File: config.mk
export PLATFORM = sky130hd
export DESIGN_NAME = sdft_bin_scheduler_flat
export DESIGN_NICKNAME = d
export VERILOG_FILES = /design/src/rtl/sdft_pkg.sv /design/src/rtl/sdft_bin_scheduler_if.sv /design/src/rtl/sdft_delay_line.sv /design/src/rtl/sdft_bin_scheduler.sv /design/src/flat_wrapper.sv
export SDC_FILE = /design/constraint.sdc
export NUM_CORES = 1
export LEC_CHECK = 0
export CAP_MARGIN = 5
export CORE_MARGIN = 3
export CORE_UTILIZATION = 30
export DETAILED_ROUTE_END_ITERATION = 12
export GPL_TIMING_DRIVEN = 1
export PLACE_DENSITY = 0.56
export SLEW_MARGIN = 30
export SYNTH_ARGS = -nofsm -noshare
export SYNTH_HDL_FRONTEND = slang
export SYNTH_SLANG_ARGS = --single-unit
File: constraint.sdc
create_clock -name clk -period 2.5 [get_ports clk]
set_input_delay 0.375 -clock clk [delete_from_list [all_inputs] [get_ports clk]]
set_output_delay 0.375 -clock clk [all_outputs]
set_load 0.01 [all_outputs]
File: src/rtl/sdft_pkg.sv
`timescale 1ns/1ps
`default_nettype none
// ============================================================================
// Module  : sdft_pkg
// Brief   : Shared types and defaults for the sliding-DFT bin scheduler.
// Rev     : 1.0  initial release
// ============================================================================
package sdft_pkg;

  // Scheduler FSM states
  typedef enum logic [2:0] {
    CLEAR = 3'd0,
    IDLE  = 3'd1,
    FETCH = 3'd2,
    ISSUE = 3'd3,
    DONE  = 3'd4
  } state_e;

  localparam int SDFT_DATA_WIDTH = 8;
  localparam int SDFT_WINDOW     = 32;
  localparam int SDFT_FREQ_BINS  = 16;

  // Difference of two unsigned DW-bit samples needs one extra sign bit
  function automatic int delta_width(input int dw);
    return dw + 1;
  endfunction

endpackage
`default_nettype wire

File: src/rtl/sdft_bin_scheduler_if.sv
`timescale 1ns/1ps
`default_nettype none
// ============================================================================
// Module  : sdft_bin_scheduler_if
// Brief   : Sample-in / bin-op-out handshake bundle. master = scheduler side,
//           slave = ADC sample source plus complex MAC.
// Rev     : 1.0  initial release
// ============================================================================
interface sdft_bin_scheduler_if
  import sdft_pkg::*;
#(
  parameter int DATA_WIDTH = SDFT_DATA_WIDTH,
  parameter int FREQ_BINS  = SDFT_FREQ_BINS
);
  localparam int BIN_W   = $clog2(FREQ_BINS);
  localparam int DELTA_W = delta_width(DATA_WIDTH);

  logic                  sample_valid;
  logic [DATA_WIDTH-1:0] sample;
  logic                  sample_ready;
  logic                  op_valid;
  logic                  op_ready;
  logic [BIN_W-1:0]      op_bin;
  logic [DELTA_W-1:0]    op_delta;
  logic                  op_last;

  modport master (
    input  sample_valid, sample, op_ready,
    output sample_ready, op_valid, op_bin, op_delta, op_last
  );

  modport slave (
    output sample_valid, sample, op_ready,
    input  sample_ready, op_valid, op_bin, op_delta, op_last
  );

endinterface
`default_nettype wire

File: src/rtl/sdft_delay_line.sv
`timescale 1ns/1ps
`default_nettype none
// ============================================================================
// Module  : sdft_delay_line
// Brief   : WINDOW x DATA_WIDTH single-port RAM addressed by an internal
//           wrapping pointer. Read is registered and read-first, so the old
//           entry at ptr is available the cycle after it is addressed.
// Rev     : 1.0  initial release
// ============================================================================
module sdft_delay_line #(
  parameter int DATA_WIDTH = 8,
  parameter int WINDOW     = 32
) (
  input  wire logic                      clk,
  input  wire logic                      reset,
  input  wire logic                      we,
  input  wire logic [DATA_WIDTH-1:0]     wdata,
  input  wire logic                      adv,
  output logic [$clog2(WINDOW)-1:0]      ptr,
  output logic [DATA_WIDTH-1:0]          rdata
);
  localparam int PTR_W = $clog2(WINDOW);

  logic [DATA_WIDTH-1:0] mem_q [WINDOW];
  logic [DATA_WIDTH-1:0] rdata_q;
  logic [PTR_W-1:0]      ptr_q;
  logic [PTR_W-1:0]      ptr_d;

  // Pointer advance with explicit wrap at the end of the window
  always_comb begin
    ptr_d = ptr_q;
    if (adv) begin
      if (ptr_q == PTR_W'(WINDOW - 1)) ptr_d = '0;
      else                             ptr_d = ptr_q + 1'b1;
    end
  end

  // Pointer register; storage itself is not reset so it maps onto block RAM
  always_ff @(posedge clk) begin
    if (reset) ptr_q <= '0;
    else       ptr_q <= ptr_d;
  end

  // Single-port RAM, read-first: rdata_q returns the value before any write
  always_ff @(posedge clk) begin
    if (we) mem_q[ptr_q] <= wdata;
    rdata_q <= mem_q[ptr_q];
  end

  assign ptr   = ptr_q;
  assign rdata = rdata_q;

endmodule
`default_nettype wire

File: src/rtl/sdft_bin_scheduler.sv
`timescale 1ns/1ps
`default_nettype none
// ============================================================================
// Module  : sdft_bin_scheduler
// Brief   : Sliding-DFT update sequencer. Keeps the window delay line, forms
//           delta = x[n] - x[n-WINDOW] and issues one MAC op per bin, then
//           pulses frame_done. Samples arriving outside IDLE are dropped and
//           flagged as overrun.
// Config  : SDFT_SCHED_OVERRUN_CNT_EN adds an 8-bit saturating overrun_count
//           output; overrun then reads as overrun_count != 0.
// Rev     : 1.0  initial release
// ============================================================================
module sdft_bin_scheduler
  import sdft_pkg::*;
#(
  parameter int DATA_WIDTH = SDFT_DATA_WIDTH,
  parameter int WINDOW     = SDFT_WINDOW,
  parameter int FREQ_BINS  = SDFT_FREQ_BINS
) (
  input  wire logic            clk,
  input  wire logic            reset,
  sdft_bin_scheduler_if.master bus,
  output logic                 frame_done,
  output logic                 busy,
  output logic                 overrun
`ifdef SDFT_SCHED_OVERRUN_CNT_EN
  ,
  output logic [7:0]           overrun_count
`endif
);
  localparam int BIN_W   = $clog2(FREQ_BINS);
  localparam int PTR_W   = $clog2(WINDOW);
  localparam int DELTA_W = delta_width(DATA_WIDTH);

  state_e                state_q, state_d;
  logic [BIN_W-1:0]      k_q, k_d;
  logic [DATA_WIDTH-1:0] sample_q, sample_d;
  logic [DELTA_W-1:0]    delta_q, delta_d;

  logic                  dl_we;
  logic                  dl_adv;
  logic [DATA_WIDTH-1:0] dl_wdata;
  logic [PTR_W-1:0]      dl_ptr;
  logic [DATA_WIDTH-1:0] dl_rdata;

  // A sample strobe outside IDLE is always lost, including during CLEAR
  logic                  drop;
  assign drop = bus.sample_valid && (state_q != IDLE);

  sdft_delay_line #(
    .DATA_WIDTH (DATA_WIDTH),
    .WINDOW     (WINDOW)
  ) u_delay_line (
    .clk   (clk),
    .reset (reset),
    .we    (dl_we),
    .wdata (dl_wdata),
    .adv   (dl_adv),
    .ptr   (dl_ptr),
    .rdata (dl_rdata)
  );

  // Next-state, bin counter, delta and delay-line control
  always_comb begin
    state_d  = state_q;
    k_d      = k_q;
    sample_d = sample_q;
    delta_d  = delta_q;
    dl_we    = 1'b0;
    dl_adv   = 1'b0;
    dl_wdata = sample_q;
    case (state_q)
      CLEAR: begin
        // Pointer sweeps 0..WINDOW-1 and wraps back to 0 on the last write
        dl_we    = 1'b1;
        dl_adv   = 1'b1;
        dl_wdata = '0;
        if (dl_ptr == PTR_W'(WINDOW - 1)) state_d = IDLE;
      end
      IDLE: begin
        // Delay line is already addressed at ptr, its read lands in FETCH
        if (bus.sample_valid) begin
          sample_d = bus.sample;
          state_d  = FETCH;
        end
      end
      FETCH: begin
        delta_d = {1'b0, sample_q} - {1'b0, dl_rdata};
        dl_we   = 1'b1;
        dl_adv  = 1'b1;
        k_d     = '0;
        state_d = ISSUE;
      end
      ISSUE: begin
        if (bus.op_ready) begin
          if (k_q == BIN_W'(FREQ_BINS - 1)) state_d = DONE;
          else                              k_d     = k_q + 1'b1;
        end
      end
      DONE: begin
        k_d     = '0;
        state_d = IDLE;
      end
      default: state_d = CLEAR;
    endcase
  end

  // Main state registers
  always_ff @(posedge clk) begin
    if (reset) begin
      state_q  <= CLEAR;
      k_q      <= '0;
      sample_q <= '0;
      delta_q  <= '0;
    end else begin
      state_q  <= state_d;
      k_q      <= k_d;
      sample_q <= sample_d;
      delta_q  <= delta_d;
    end
  end

`ifdef SDFT_SCHED_OVERRUN_CNT_EN
  logic [7:0] ovr_cnt_q, ovr_cnt_d;

  // Saturating count of dropped samples
  always_comb begin
    ovr_cnt_d = ovr_cnt_q;
    if (drop && (ovr_cnt_q != 8'hFF)) ovr_cnt_d = ovr_cnt_q + 8'd1;
  end

  // Overrun counter register
  always_ff @(posedge clk) begin
    if (reset) ovr_cnt_q <= '0;
    else       ovr_cnt_q <= ovr_cnt_d;
  end

  assign overrun_count = ovr_cnt_q;
  assign overrun       = (ovr_cnt_q != 8'd0);
`else
  logic overrun_q, overrun_d;

  // Sticky overrun flag, cleared only by reset
  always_comb begin
    overrun_d = overrun_q | drop;
  end

  // Overrun flag register
  always_ff @(posedge clk) begin
    if (reset) overrun_q <= 1'b0;
    else       overrun_q <= overrun_d;
  end

  assign overrun = overrun_q;
`endif

  assign bus.sample_ready = (state_q == IDLE);
  assign bus.op_valid     = (state_q == ISSUE);
  assign bus.op_bin       = k_q;
  assign bus.op_delta     = delta_q;
  assign bus.op_last      = (state_q == ISSUE) && (k_q == BIN_W'(FREQ_BINS - 1));
  assign frame_done       = (state_q == DONE);
  assign busy             = (state_q != IDLE);

endmodule
`default_nettype wire

File: src/flat_wrapper.sv
// flat-port wrapper written by rule: the top's interface ports become plain ports
module sdft_bin_scheduler_flat import sdft_pkg::*;
#(
  parameter int DATA_WIDTH = SDFT_DATA_WIDTH,
  parameter int WINDOW     = SDFT_WINDOW,
  parameter int FREQ_BINS  = SDFT_FREQ_BINS
)
  (clk, reset, frame_done, busy, overrun, bus_sample_valid, bus_sample, bus_op_ready, bus_sample_ready, bus_op_valid, bus_op_bin, bus_op_delta, bus_op_last);
  sdft_bin_scheduler_if #(.DATA_WIDTH(DATA_WIDTH), .FREQ_BINS(FREQ_BINS)) bus_i ();
  input  wire logic clk;
  input  wire logic reset;
  output logic frame_done;
  output logic busy;
  output logic overrun;
  input wire logic [$bits(bus_i.sample_valid)-1:0] bus_sample_valid;
  input wire logic [$bits(bus_i.sample)-1:0] bus_sample;
  input wire logic [$bits(bus_i.op_ready)-1:0] bus_op_ready;
  output wire logic [$bits(bus_i.sample_ready)-1:0] bus_sample_ready;
  output wire logic [$bits(bus_i.op_valid)-1:0] bus_op_valid;
  output wire logic [$bits(bus_i.op_bin)-1:0] bus_op_bin;
  output wire logic [$bits(bus_i.op_delta)-1:0] bus_op_delta;
  output wire logic [$bits(bus_i.op_last)-1:0] bus_op_last;
  assign bus_i.sample_valid = bus_sample_valid;
  assign bus_i.sample = bus_sample;
  assign bus_i.op_ready = bus_op_ready;
  assign bus_sample_ready = bus_i.sample_ready;
  assign bus_op_valid = bus_i.op_valid;
  assign bus_op_bin = bus_i.op_bin;
  assign bus_op_delta = bus_i.op_delta;
  assign bus_op_last = bus_i.op_last;
  sdft_bin_scheduler #(.DATA_WIDTH(DATA_WIDTH), .WINDOW(WINDOW), .FREQ_BINS(FREQ_BINS)) u_core (.clk(clk), .reset(reset), .bus(bus_i), .frame_done(frame_done), .busy(busy), .overrun(overrun));
endmodule
==> flow_summary_export.csv, run 1 <==
group,metric,value,unit
run_status,status,"complete, no violations",
power,power.total,10.5,mW
clocking,clock-sinks,294,
yosys,yosys-top-cells-count,"edfxtp_1 (256), mux4_2 (64), nor2_1 (62), dfxtp_1 (38), a22oi_1 (32)",
setup_path,critical_path_class,"reg2out",
setup_path,arrival,1.96,ns
clocking,hold_buffers,0,
yosys,syn_avg_cell_area,18.0,sq um
sta,setup_slack,0.164,ns
yosys,async_reset_ff_share,0,%
detailed_routing,drt-initial-drc-count,530,
setup_path,crit_path_max_fanout,11,
global_route,grt_pass1_vias,6281,
yosys,ys_seq_area_share,72.7,%
setup_path,ff2ff_path_depth,4,
detailed_routing,wl_per_cell,21.2,um
floorplanning,ios,31,
yosys,syn-num-nets,674,
global_route,grt_pass1_wl,41.3,mm
power,ir_drop,614,uV
finish,fin_cells,1279,
power,power_density,752,nW/um^2
floorplanning,rows,71,
clocking,postCtsSetupBuffers,0,
setup_path,cp.required,2.12,ns
power,p_leak,4.07,nW
global_route,grt_use_met1,19.1,%
sta,fin_skew,0.00868,ns
sta,worst_slew_pin_slew,0.671,ns
yosys,yosysMostFrequentCell,"edfxtp_1",
finish,syn2layout_area_growth,20.7,%
placed_design,hpwl,17.3,mm
global_route,use_met3,2.58,%
sta,min_period,2.34,ns
yosys,netlist_area,11600,sq um
yosys,netlist_instances,647,
sta,drv_slew,0,
clocking,root_buffer,"clkbuf_16",
finish,num_antenna_cells,0,
hold_path,hp-start,"bus_sample[2]",
yosys,ys_ff_latch,294,
yosys,ys_types,47,
sta,timing.final.hold_violations,0,
placed_design,place_ws,0.269,ns
finish,post-route-util,37.0,%
detailed_routing,drc,0,
clocking,cts_tree,"built",
hold_path,hold_end,"u_core.sample_q[2]",
global_route,antenna_found_initial,0,
detailed_routing,wirelength,27.1,mm
yosys,synth_warnings,0,
sta,setup-tns-final,0,ns
floorplanning,die_h,203,um
yosys,synth_top_cell_area_share,66.2,%
finish,layout.nets,771,
setup_path,critPathLaunchType,"flop",
clocking,cts.repair.resized,0,
floorplanning,design.die.area,41100,sq um
finish,finalInstanceArea,14000,sq um
detailed_routing,antenna_left,0,
yosys,ys_top_cells_by_area,"edfxtp_1 (66%), mux4_2 (12%), dfxtp_1 (6.5%)",
global_route,track_usage,13.2,%
yosys,synth_top_area_cell,"edfxtp_1",
hold_path,holdCritPathClass,"in2reg",
sta,setup_viol,0,
floorplanning,start_util,30.6,%
clocking,cts_inserted_buffers,31,
setup_path,rr_startpoint,"u_core.u_delay_line.ptr[0]",
clocking,cts_max_level,1,
placed_design,numPortBuffers,30,
placed_design,gp_congestion,0.765,
sta,fin_crit_sh,93.4,%
global_route,overflow,0,
global_route,met2_usage,20.8,%
setup_path,reg2reg_slack,0.32,ns
floorplanning,fp.dieW,203,um
clocking,insertion_delay,0.56,ns
clocking,clk_pin_slew,0.06,ns
detailed_routing,via_per_inst,4.89,
detailed_routing,dr.pass1.iters,4,
placed_design,place_area,13000,sq um
hold_path,min_path_cells,3,
floorplanning,core_area,37900,sq um
setup_path,r2r_end,"u_core.u_delay_line.rdata[0]",
clocking,max-clock-path-buffers,3,
sta,slew_headroom,55.2,%
global_route,grt.busiest_layer,"met2",
job,maxCapViolations,0,
finish,drive_gt1_share,25.1,%
setup_path,end_kind,"primary output",
sta,clock.fmax,428,MHz
detailed_routing,num_vias,6255,
placed_design,dp.cells,1222,
global_route,grt_max_degree,45,
yosys,synth-edff-count,256,
sta,rsz0062_at_grt,"false",
sta,fin_worst_hold_slack,0.439,ns
yosys,ys.flop_type,"edfxtp_1",
==> how the worst max path moves through the flow <==
stage	startpoint	cells after the start	endpoint
2_1_floorplan	u_core.state_q[2]	4	u_core.u_delay_line.mem_q[0][2]
3_3_place_gp	u_core.u_delay_line.ptr[0]	4	u_core.u_delay_line.rdata[0]
3_5_place_dp	u_core.u_delay_line.ptr[0]	4	u_core.u_delay_line.rdata[0]
4_1_cts	u_core.state_q[0]	2	bus_sample_ready
5_1_grt	u_core.state_q[1]	3	bus_op_last
6_report	u_core.state_q[1]	3	bus_op_last
==> power breakdown <==
group / switching [mW] / internal, mW / total, mW
combinational: 0.309 / 0.263 / 0.572
sequential: 0.0609 / 5.34 / 5.41
clock: 1.87 / 2.69 / 4.56
==> per-layer routing <==
metal  part of all wire [%]  vias up
met3                    6.5       39
met2                     46      195
met5                      0        -
met1                     45     3234
met4                    1.9        0
li1                       -     2787
==> sequential cells by signal, indices dropped and copies added (netlist names) <==
name and flops:
u_core.state_q 3, u_core.u_delay_line.ptr 5, u_core.overrun 1, u_core.bus.op_bin 4
u_core.sample_q 8, u_core.u_delay_line.rdata 8, u_core.bus.op_delta 9, u_core.u_delay_line.mem_q 256
==> worst max-delay path: stages (launching register included) <==
cell and delay [ns]:
dfxtp_1 0.53, nand3b_1 0.19, nor2_1 0.14, clkdlybuf4s50_1 0.54
==> area by class of cell <==
type	instances	area, sq um
inverter	15	56.3
clock buffer	36	795
timing repair buffer	97	878
fill	3525	23900
sequential	294	8450
clock inverter	21	219
tap	511	639
multi-input combinational	305	2980
==> cells by family (layout without fill, tap and decap cells) <==
logic type | after synthesis | count (layout) | share of synthesized area [%]
AOI/OAI and AO/OA | 70 | 70 | 4.03
xor gates and xnor gates | 4 | 4 | 0.302
adders and majority gates | 15 | 15 | 1.68
buffers and inverters | 48 | 169 | 1.87
DFF | 294 | 294 | 72.7
muxes | 71 | 71 | 13.0
and+or+nand+nor | 145 | 145 | 6.41
==> placed cells by master, fill, tap and decap left out, types with 4 or more instances in the layout <==
cell type        netlist  final
mux4_2                64     64
clkdlybuf4s50_1        0     30
nand3_1                7      7
edfxtp_1             256    256
buf_12                 0      6
o21ai_0                8      8
nor3_1                 8      8
nor2b_2                0      6
clkbuf_16              0     31
bufinv_16              0      4
nor2_1                62     60
nand3b_1               5      5
clkinv_1               0      9
dfxtp_1               38     36
buf_4                  0     61
a211oi_1               4      4
ha_1                  14     14
inv_1                 15     15
nand4_1               11     11
mux2i_1                7      7
a21oi_1               16     16
clkbuf_1              14      5
nand2_1               15     15
a22oi_1               32     32
clkinv_2               0      4
No activity file was read; power rests on OpenSTA's default activity.
==> inputs of run 2 (changes only) <==
HOLD_SLACK_MARGIN = 0.05   (was default)
TNS_END_PERCENT = 30   (was default)
==> results of run 2 <==
Final layout, timing and power as in run 1 (identical DEF).
